--- src/rtl/alu_datapath_pipe.sv ---
// Two-stage register-file + ALU datapath: a decode register followed by an
// execute/writeback stage, with valid/ready handshakes on both sides.
module alu_datapath_pipe #(
    parameter int DATA_W = 16,
    parameter int RA_W   = 4,
    parameter int CNT_W  = 16
) (
    input  logic                  clk,
    input  logic                  reset,
    input  logic [4+3*RA_W-1:0]   instr,
    input  logic                  instr_valid,
    output logic                  instr_ready,
    input  logic                  init_sel,
    input  logic [DATA_W-1:0]     data_init,
    output logic [DATA_W-1:0]     alu_out,
    output logic [RA_W-1:0]       out_rd,
    output logic                  out_valid,
    input  logic                  out_ready,
    output logic [3:0]            flags,
    output logic [CNT_W-1:0]      retired
);

    localparam int INSTR_W = 4 + 3*RA_W;
    localparam int NREG    = 1 << RA_W;
    localparam int SH_W    = $clog2(DATA_W);

    localparam logic [3:0] OP_ADD  = 4'd0;
    localparam logic [3:0] OP_SUB  = 4'd1;
    localparam logic [3:0] OP_AND  = 4'd2;
    localparam logic [3:0] OP_OR   = 4'd3;
    localparam logic [3:0] OP_XOR  = 4'd4;
    localparam logic [3:0] OP_SLL  = 4'd5;
    localparam logic [3:0] OP_SRL  = 4'd6;
    localparam logic [3:0] OP_SRA  = 4'd7;
    localparam logic [3:0] OP_ADDI = 4'd8;
    localparam logic [3:0] OP_SLT  = 4'd9;
    localparam logic [3:0] OP_MOV  = 4'd10;

    logic                 s1_valid_q, s1_valid_d;
    logic [INSTR_W-1:0]   s1_instr_q, s1_instr_d;
    logic                 s1_sel_q, s1_sel_d;
    logic [DATA_W-1:0]    s1_data_q, s1_data_d;
    logic [DATA_W-1:0]    regs_q [NREG];
    logic [DATA_W-1:0]    regs_d [NREG];
    logic [DATA_W-1:0]    alu_out_q, alu_out_d;
    logic [RA_W-1:0]      out_rd_q, out_rd_d;
    logic                 out_valid_q, out_valid_d;
    logic [3:0]           flags_q, flags_d;
    logic [CNT_W-1:0]     retired_q, retired_d;

    logic [3:0]           op_s;
    logic [RA_W-1:0]      rd_s, rs1_s, rs2_s;
    logic [DATA_W-1:0]    a_s, b_s, imm_s, res_s, wdata_s;
    logic [DATA_W:0]      sum_s, diff_s;
    logic                 carry_s, ovf_s, produce_s, init_s, wr_s;
    logic                 stall_s, advance_s, accept_s, handshake_s;

    assign op_s  = s1_instr_q[INSTR_W-1 -: 4];
    assign rd_s  = s1_instr_q[3*RA_W-1 -: RA_W];
    assign rs1_s = s1_instr_q[2*RA_W-1 -: RA_W];
    assign rs2_s = s1_instr_q[RA_W-1:0];
    assign a_s   = regs_q[rs1_s];
    assign b_s   = regs_q[rs2_s];
    assign imm_s = {{(DATA_W-RA_W){1'b0}}, rs2_s};

    assign stall_s     = out_valid_q & ~out_ready;
    assign advance_s   = s1_valid_q & ~stall_s;
    assign instr_ready = reset | ~s1_valid_q | ~stall_s;
    assign accept_s    = instr_valid & instr_ready;
    assign handshake_s = out_valid_q & out_ready;

    // ALU: result, carry/overflow and whether the opcode produces a result
    always_comb begin
        sum_s     = {1'b0, a_s} + {1'b0, (op_s == OP_ADDI) ? imm_s : b_s};
        diff_s    = {1'b0, a_s} - {1'b0, b_s};
        res_s     = {DATA_W{1'b0}};
        carry_s   = 1'b0;
        ovf_s     = 1'b0;
        produce_s = 1'b1;
        case (op_s)
            OP_ADD, OP_ADDI: begin
                res_s   = sum_s[DATA_W-1:0];
                carry_s = sum_s[DATA_W];
                ovf_s   = (a_s[DATA_W-1] == ((op_s == OP_ADDI) ? imm_s[DATA_W-1] : b_s[DATA_W-1]))
                          && (sum_s[DATA_W-1] != a_s[DATA_W-1]);
            end
            OP_SUB: begin
                res_s   = diff_s[DATA_W-1:0];
                carry_s = ~diff_s[DATA_W];
                ovf_s   = (a_s[DATA_W-1] != b_s[DATA_W-1]) && (diff_s[DATA_W-1] != a_s[DATA_W-1]);
            end
            OP_AND: res_s = a_s & b_s;
            OP_OR:  res_s = a_s | b_s;
            OP_XOR: res_s = a_s ^ b_s;
            OP_SLL: res_s = a_s << b_s[SH_W-1:0];
            OP_SRL: res_s = a_s >> b_s[SH_W-1:0];
            OP_SRA: res_s = $unsigned($signed(a_s) >>> b_s[SH_W-1:0]);
            OP_SLT: begin
                res_s   = {{(DATA_W-1){1'b0}}, ($signed(a_s) < $signed(b_s))};
                carry_s = ~diff_s[DATA_W];
            end
            OP_MOV: res_s = a_s;
            default: produce_s = 1'b0;
        endcase
        init_s  = ~s1_sel_q;
        wr_s    = init_s | produce_s;
        wdata_s = init_s ? s1_data_q : res_s;
    end

    // Next-state for pipeline registers, register file, outputs and counter
    always_comb begin
        s1_valid_d  = s1_valid_q;
        s1_instr_d  = s1_instr_q;
        s1_sel_d    = s1_sel_q;
        s1_data_d   = s1_data_q;
        regs_d      = regs_q;
        alu_out_d   = alu_out_q;
        out_rd_d    = out_rd_q;
        out_valid_d = out_valid_q;
        flags_d     = flags_q;
        retired_d   = retired_q + {{(CNT_W-1){1'b0}}, handshake_s};

        if (accept_s) begin
            s1_valid_d = 1'b1;
            s1_instr_d = instr;
            s1_sel_d   = init_sel;
            s1_data_d  = data_init;
        end else if (advance_s) begin
            s1_valid_d = 1'b0;
        end else begin
            s1_valid_d = s1_valid_q;
        end

        if (advance_s && wr_s) begin
            regs_d[rd_s] = wdata_s;
            alu_out_d    = wdata_s;
            out_rd_d     = rd_s;
            out_valid_d  = 1'b1;
            if (!init_s) begin
                flags_d = {(res_s == {DATA_W{1'b0}}), res_s[DATA_W-1], carry_s, ovf_s};
            end else begin
                flags_d = flags_q;
            end
        end else if (handshake_s) begin
            out_valid_d = 1'b0;
        end else begin
            out_valid_d = out_valid_q;
        end
    end

    // State registers with synchronous reset
    always_ff @(posedge clk) begin
        if (reset) begin
            s1_valid_q  <= 1'b0;
            s1_instr_q  <= '0;
            s1_sel_q    <= 1'b0;
            s1_data_q   <= '0;
            alu_out_q   <= '0;
            out_rd_q    <= '0;
            out_valid_q <= 1'b0;
            flags_q     <= 4'b0000;
            retired_q   <= '0;
            for (int i = 0; i < NREG; i++) begin
                regs_q[i] <= '0;
            end
        end else begin
            s1_valid_q  <= s1_valid_d;
            s1_instr_q  <= s1_instr_d;
            s1_sel_q    <= s1_sel_d;
            s1_data_q   <= s1_data_d;
            alu_out_q   <= alu_out_d;
            out_rd_q    <= out_rd_d;
            out_valid_q <= out_valid_d;
            flags_q     <= flags_d;
            retired_q   <= retired_d;
            for (int i = 0; i < NREG; i++) begin
                regs_q[i] <= regs_d[i];
            end
        end
    end

    assign alu_out   = alu_out_q;
    assign out_rd    = out_rd_q;
    assign out_valid = out_valid_q;
    assign flags     = flags_q;
    assign retired   = retired_q;

endmodule
--- config.mk ---
export PLATFORM = sky130hd
export DESIGN_NAME = alu_datapath_pipe
export DESIGN_NICKNAME = d
export VERILOG_FILES = /design/src/rtl/alu_datapath_pipe.sv
export SDC_FILE = /design/constraint.sdc
export NUM_CORES = 1
export LEC_CHECK = 0
export BUFFER_PORTS_ARGS = -buffer_cell sky130_fd_sc_hd__buf_2
export CELL_PAD_IN_SITES_DETAIL_PLACEMENT = 1
export CELL_PAD_IN_SITES_GLOBAL_PLACEMENT = 1
export CORE_AREA = 10 10 206 208
export CTS_BUF_LIST = sky130_fd_sc_hd__clkbuf_4 sky130_fd_sc_hd__clkbuf_8
export CTS_CLUSTER_DIAMETER = 30
export DETAILED_ROUTE_END_ITERATION = 8
export DIE_AREA = 0 0 216 218
export GPL_ROUTABILITY_DRIVEN = 0
export PLACE_DENSITY_LB_ADDON = 0.1
export SLEW_MARGIN = 20
export SYNTH_ARGS = -nofsm -noshare
export SYNTH_HDL_FRONTEND = slang
export SYNTH_SLANG_ARGS = --single-unit
--- constraint.sdc ---
create_clock -name clk -period 12.8 [get_ports clk]
set_input_delay 0.64 -clock clk [delete_from_list [all_inputs] [get_ports clk]]
set_output_delay 0.64 -clock clk [all_outputs]
set_load 0.02 [all_outputs]
==> results of run 1 <==
[per-layer routing]
metal | vias up | global-route usage | wire length, um
li1 | 8423 | - | -
met3 | 334 | 0.0650 | 6900
met2 | 1054 | 0.557 | 38600
met5 | - | 0 | 0
met4 | 0 | 0.228 | 5360
met1 | 9878 | 0.395 | 30500
[metrics by stage]
| stage | cells | total power, W |
|---|---|---|
| 2_1_floorplan | 2372 | 0.00129 |
| 6_report | 2954 | 0.00283 |
| 5_1_grt | 2954 | 0.00291 |
| 3_3_place_gp | 2814 | 0.00138 |
| 4_1_cts | 2953 | 0.00282 |
| 3_5_place_dp | 2814 | 0.00139 |
[registers in the layout, indices dropped and copies added, names as in the netlist]
signal	flops
regs_q	256
alu_out	16
retired	16
s1_data_q	16
s1_instr_q	16
flags	4
out_rd	4
out_valid	1
s1_sel_q	1
s1_valid_q	1
[power breakdown]
part | internal, W | leakage (nW) | total (W) | switching [W]
combinational | 0.0000979 | 4.40 | 0.000314 | 0.000216
clock | 0.000903 | 0.941 | 0.00145 | 0.000544
sequential | 0.00104 | 2.68 | 0.00106 | 0.0000209
[cell type report]
cell class / count / area share
Sequential cell: 331 / 0.296
Inverter: 47 / 0.00787
Clock buffer: 103 / 0.0591
Tap cell: 518 / 0.0289
Timing Repair Buffer: 119 / 0.0324
Clock inverter: 36 / 0.0222
Multi-Input combinational cell: 1800 / 0.553
[cell families (layout without fill, tap and decap cells)]
kind of cell / count (synthesis) / after routing / share of synthesized area
simple gates: 938 / 938 / 0.195
compound gates: 558 / 558 / 0.168
flops: 331 / 331 / 0.331
buf+inv: 241 / 305 / 0.0554
mux: 200 / 200 / 0.192
fa+ha+maj: 69 / 69 / 0.0438
xor+xnor: 35 / 35 / 0.0153
[final timing paths]
check                                           startpoint                           to  slack [ns]  cells past startpoint
worst max-delay path            s1_instr_q[0]$_SDFFE_PP0P_      regs_q[31]$_SDFFE_PP0P_        5.61                     17
worst min-delay path                             instr[11]  s1_instr_q[11]$_SDFFE_PP0P_        0.23                      3
worst max register to register  s1_instr_q[0]$_SDFFE_PP0P_      regs_q[31]$_SDFFE_PP0P_        5.61                     17
worst min register to register  s1_data_q[15]$_SDFFE_PP0P_   s1_data_q[15]$_SDFFE_PP0P_        0.45                      2
[worst max-delay path, stage by stage (launching register included)]
cell and delay (ns):
dfxtp_4 0.77, buf_4 0.64, mux4_2 0.59, mux2_2 0.30
mux2i_4 0.19, buf_4 0.44, o21ai_0 0.29, ha_1 0.37
a211oi_1 0.26, o21ai_0 0.18, a2111oi_0 0.67, o31ai_1 0.32
o21a_1 0.24, o41ai_1 0.51, xor2_1 0.20, o21ai_1 0.15
o211ai_2 0.67, o21ai_0 0.18
[layout by cell type (no fill, tap or decap), types with 17 or more instances in the layout]
master and n:
xnor2_1 18, clkbuf_8 89, nand3_1 61, buf_2 77
ha_1 67, xor2_1 17, nand2_1 561, dfxtp_1 326
a21oi_1 315, mux2i_1 43, mux4_2 142, a22oi_1 27
buf_4 40, nor2b_1 20, nor3_1 28, nor2_1 176
o21ai_0 66, inv_1 43
==> results.md, run 1 <==
- Status: finished, final reports clean
- DP Area: 20500 um2
- Worst slew margin: 0.178
- Die Ht: 218 um
- Site row count: 72
- Sequential cell area: 6640 um2
- Initial cell density of the core: 0.524
- Setup bufs post-CTS: 0
- Hold Fails Final Rpt: 0
- DRT iter0 DRCs: 1795
- Yosys reg bits: 331
- Cts repair resizes: 0
- DRC viols: 0
- Largest net degree at the start of global routing: 148
- Max clock buf depth: 3
- Tmin final: 7.19 ns
- All-Layer GR Usage: 0.338
- I/O Buffers: 78
- CTS tree: yes
- CTS HTree Levels: 3
- Fmax: 139 MHz
- Die width: 216 um
- N_diodes: 0
- Number of flops mapped to enable cells by yosys: 0
- WHS: 0.233 ns
- Worst endpoint required time: 13.30 ns
- Share of layout cells above drive strength 1: 0.195
- Max FO, Critical Path: 38
- Post-synthesis sequential area ratio: 0.331
- Critical path class: reg -> reg
- Post-route antenna net violation count: 0
- I/O Pins: 79
- Clk slew on worst S/H paths: 0.06 ns
- Mapped Area: 20000 um2
- CTS Buf Count: 77
- Multi-input gate area: 12400 um2
- Most frequent cell after synthesis: nand2_1
- Setup WS post-layout: 5.61 ns
- Worst Path Arrival: 7.69 ns
- Clock skew: 0.0380 ns
- Max-slew violations: 0
- Leakage: 8.02 nW
- RSZ-0062 raised after global routing: no
- Most used DFF post-synth: dfxtp_1
- Most common library cells after synthesis: 564 x nand2_1, 331 x dfxtp_1, 315 x a21oi_1
- Finish-stage setup viols: 0
- Routed Wire Length: 81400 um
- Gate count of the mapped netlist: 2372
- Hold buffers post-CTS: 0
- Worst setup SP type: flip-flop
- Filler cells: 4499
- Wire length of the first global-routing pass: 123000 um
- Placeable Area: 38300 um2
- Power Dens Cells: 126 nW/um2
- Total gr overflow: 0
- Placement Setup Slack: 5.62 ns
- Post-DR vias/cell: 6.67
- Vias in the first global route: 20500
- Vias: 19700
- Setup TNS: 0 ns
- Critical Path End Type: flip-flop
- Distinct cells, synth: 78
- Drt first pass iters: 5
- Synth async-reset ratio: 0
- Syn avg cell area: 8.45 um2
- YS warnings: 0
- HPWL after detailed placement: 52800 um
- Wire per inst: 27.5 um
- Worst slew pin tran: 1.23 ns
- Nets: 2482
- Synth-to-layout area growth: 11.8%
- Full die area: 47100 um2
- Skew-Pair Late Insertion Delay: 0.66 ns
- Maximum vdd drop: 91.9 uV
- Max cap viols: 0
- Final Util: 0.585
- Root Buffer: clkbuf_8
- Initial antenna violation count: 0
- Post-synth top area share: 0.331
- Mapped Nets: 2478
- Final Cell Area: 22400 um2
- Area leader, netlist: dfxtp_1
- Fin crit share: 0.562
- Hold crit path type: in -> reg
- CTS sink cnt: 331
- Largest cells by area after synthesis: dfxtp_1 33%, mux4_2 16%, nand2_1 11%, a21oi_1 7.9%, ha_1 4.2%
Power figures use the tool's default switching activity.
==> inputs of run 2 (changes only) <==
ABC_AREA = 1   (was default)
CORE_AREA = 10 10 224 226   (was 10 10 206 208)
DIE_AREA = 0 0 234 236   (was 0 0 216 218)
clock period = 7 ns   (was 12.8 ns; I/O delays follow)
==> results.md, run 2 <==
- Post-synthesis sequential area ratio: 0.319 (-0.0119)
- Met2 Track Usage GR: 0.515 (-0.0418)
- Die width: 234 um (+8.3%)
- Top Usage Layer GRT: met2
- Largest cells by area after synthesis: dfxtp_1 32%, o21ai_0 12%, a21oi_1 10%, nand2_1 8.2%, nand3_1 7.5%
- CTS sink cnt: 331 (unchanged)
- Root Buffer: clkbuf_8
- Initial cell density of the core: 0.453 (-0.0703)
- Mapped Area: 20800 um2 (+3.7%)
- Nets: 3317 (+34%)
- Site row count: 79 (+9.7%)
- Hold Crit Depth: 3 (unchanged)
- Max-slew violations: 0 (unchanged)
- Finish-stage setup viols: 0 (unchanged)
- Hold crit path type: in -> reg
- Clock skew: 0.0503 ns (+0.0123 ns)
- Post-DR vias/cell: 6.14 (-7.9%)
- Fmax: 173 MHz (+24%)
- Number of flops mapped to enable cells by yosys: 0 (unchanged)
- Worst reg2reg path depth: 21 (+4)
- RSZ-0062 raised after global routing: no
- Worst slew margin: 0.203 (+0.0248)
- Most used DFF post-synth: dfxtp_1
- Routed Wire Length: 91200 um (+12%)
- Share of layout cells above drive strength 1: 0.112 (-0.0826)
- Mapped Nets: 3294 (+33%)
- Critical Path Sink: regs_q[216]$_SDFFE_PP0P_
- Skew-Pair Late Insertion Delay: 0.69 ns (+0.03 ns)
- HPWL after detailed placement: 58400 um (+11%)
- Area leader, netlist: dfxtp_1
- Drt first pass iters: 6 (+1)
- Total gr overflow: 0 (unchanged)
- Filler cells: 6122 (+36%)
- DRT iter0 DRCs: 2267 (+26%)
- I/O Pins: 79 (unchanged)
- Most frequent cell after synthesis: o21ai_0
- Critical path class: reg -> reg
- YS warnings: 0 (unchanged)
- CP startpoint: s1_instr_q[1]$_SDFFE_PP0P_
- Critical Path End Type: flip-flop
- Gate count of the mapped netlist: 3188 (+34%)
- Synth async-reset ratio: 0 (unchanged)
- Die Ht: 236 um (+8.3%)
- DRC viols: 0 (unchanged)
- Vias in the first global route: 24500 (+20%)
- CTS Buf Count: 84 (+9.1%)
- Register with the most flip-flops: regs_q
- Reg2reg end: regs_q[216]$_SDFFE_PP0P_
- Max clock buf depth: 3 (unchanged)
- Vias: 23900 (+21%)
- Tmin final: 5.78 ns (-1.41 ns)
- Reg2reg setup slack: 1.22 ns (-4.39 ns)
- Post-route antenna net violation count: 0 (unchanged)
- Most common cell after layout, fill and taps aside: o21ai_0
- Setup TNS: 0 ns (unchanged)
- Worst slew pin tran: 1.19 ns (-0.0386 ns)
- Worst setup SP type: flip-flop
- Fin crit share: 0.826 (+0.265)
- I/O Buffers: 78 (unchanged)
- All-Layer GR Usage: 0.324 (-0.0141)
- Worst endpoint required time: 7.55 ns (-5.75 ns)
- Max FO, Critical Path: 47 (+24%)
- CTS HTree Levels: 3 (unchanged)
- Largest net degree at the start of global routing: 189 (+28%)
- Synth-to-layout area growth: 13.2%
- Syn avg cell area: 6.52 um2 (-23%)
- Max reg flops: 256 (unchanged)
- Full die area: 55200 um2 (+17%)
- Leakage: 10.1 nW (+26%)
- Critical R2R Launch: s1_instr_q[1]$_SDFFE_PP0P_
- Maximum vdd drop: 177 uV (+93%)
- Wire length of the first global-routing pass: 141000 um (+15%)
- Post-synth top area share: 0.319 (-0.0119)
- Met1 track demand over resource: 0.411 (+0.0151)
- Met3 global-route usage: 0.0593 (-0.00575)
- Worst Path Arrival: 6.33 ns (-1.36 ns)
- Clk slew on worst S/H paths: 0.06 ns (about the same)
- Hold Fails Final Rpt: 0 (unchanged)
- Tot Pwr: 0.00640 W (+130%)
- Initial antenna violation count: 5 (+5)
- Most common library cells after synthesis: 516 x o21ai_0, 456 x nand2_1, 429 x a21oi_1
- Status: finished, final reports clean
- Placeable Area: 45900 um2 (+20%)
- Yosys reg bits: 331 (unchanged)
- Power Dens Cells: 272 nW/um2 (+120%)
- Max cap viols: 0 (unchanged)
- Most frequent cells in the layout: 516 x o21ai_0, 456 x nand2_1, 429 x a21oi_1, 345 x inv_1, 327 x dfxtp_1
- Wire per inst: 23.5 um (-15%)
- CTS tree: yes
- Distinct cells, synth: 47 (-40%)
==> run 2: changes by cell type after synthesis, sizes merged, moves of 20 or more <==
cell / before / now
mux4: 142 / 0
nand2: 565 / 463
a21oi: 323 / 442
nor3: 32 / 11
nand3: 61 / 315
nor2b: 20 / 0
o211ai: 7 / 86
o21ai: 79 / 537
a22oi: 27 / 0
nor2: 190 / 245
inv: 47 / 352
mux2i: 48 / 4
==> run 2: final cells by class <==
cell class,count,area [um2],area share
Multi-Input combinational cell,2276,11700,0.499
Clock buffer,111,1450,0.0615
Tap cell,607,759,0.0323
Antenna cell,3,7.51,0.000319
Sequential cell,331,6640,0.282
Clock inverter,41,459,0.0195
Timing Repair Buffer,159,1130,0.0480
Inverter,359,1350,0.0575
==> run 2: critical path, stage by stage (launching register included) <==
cell and delay [ns]:
dfxtp_2 0.34, buf_4 0.42, buf_4 0.60, o21ai_0 0.20
o21ai_0 0.22, o221ai_1 0.21, nand2_1 0.19, inv_1 0.12
ha_1 0.37, inv_1 0.12, a21oi_1 0.25, o21ai_0 0.20
a21oi_1 0.27, o21ai_0 0.15, o21ai_0 0.31, o21ai_0 0.16
nor2_1 0.33, nand3_1 0.18, nand2_1 0.09, nand2_1 0.40
o21ai_0 0.39, inv_1 0.07
==> run 2: logic make-up after synthesis <==
| group | Yosys count | share of synthesized area |
|---|---|---|
| AO/OA/AOI/OAI | 1120 | 0.292 |
| AND/OR/NAND/NOR | 1078 | 0.221 |
| buffers and inverters | 581 | 0.119 |
| flip-flops | 331 | 0.319 |
| adder cells (fa/ha/maj) | 69 | 0.0422 |
| XOR/XNOR | 5 | 0.00211 |
| multiplexers | 4 | 0.00433 |
==> run 2: how the worst min path moves through the flow <==
stage | from | end | slack [ns]
floorplan | s1_data_q[0]$_SDFFE_PP0P_ | s1_data_q[0]$_SDFFE_PP0P_ | 0.46
global placement | retired[15]$_SDFF_PP0_ | retired[15]$_SDFF_PP0_ | 0.45
detailed placement | retired[15]$_SDFF_PP0_ | retired[15]$_SDFF_PP0_ | 0.46
CTS | instr[3] | s1_instr_q[3]$_SDFFE_PP0P_ | 0.004
global route | instr[3] | s1_instr_q[3]$_SDFFE_PP0P_ | 0.05
finish | instr[7] | s1_instr_q[7]$_SDFFE_PP0P_ | 0.05
==> run 2: timing repair <==
item	4_1_cts	5_1_grt
hold buffers	32	0
buffers inserted	0	0
endpoints found under the hold margin	31	0
resized for setup	0	0
==> run 2: per-layer routing <==
layer,part of all wire,vias up
met1,0.42,11800
met4,0.048,4
met2,0.46,966
met5,0.00036,-
li1,-,10900
met3,0.076,251
==> run 2: through the flow <==
| step | utilization | setup WS [ns] | hold WS (ns) | cells | cell area, um2 |
|---|---|---|---|---|---|
| global placement | 0.464 | 1.75 | 0.446 | 3699 | 21300 |
| CTS | 0.512 | 1.54 | 0.00371 | 3883 | 23500 |
| finish | 0.513 | 1.22 | 0.0465 | 3887 | 23500 |
| global route | 0.513 | 0.821 | 0.0473 | 3887 | 23500 |
| floorplan | - | 3.26 | 0.455 | 3188 | 20800 |
| detailed placement | 0.464 | 1.60 | 0.462 | 3699 | 21300 |
==> run 2: where the power goes <==
part           internal (W)  switching, W  leakage, nW
clock               0.00166       0.00106        0.961
combinational      0.000469       0.00125         6.45
sequential          0.00193     0.0000422         2.68
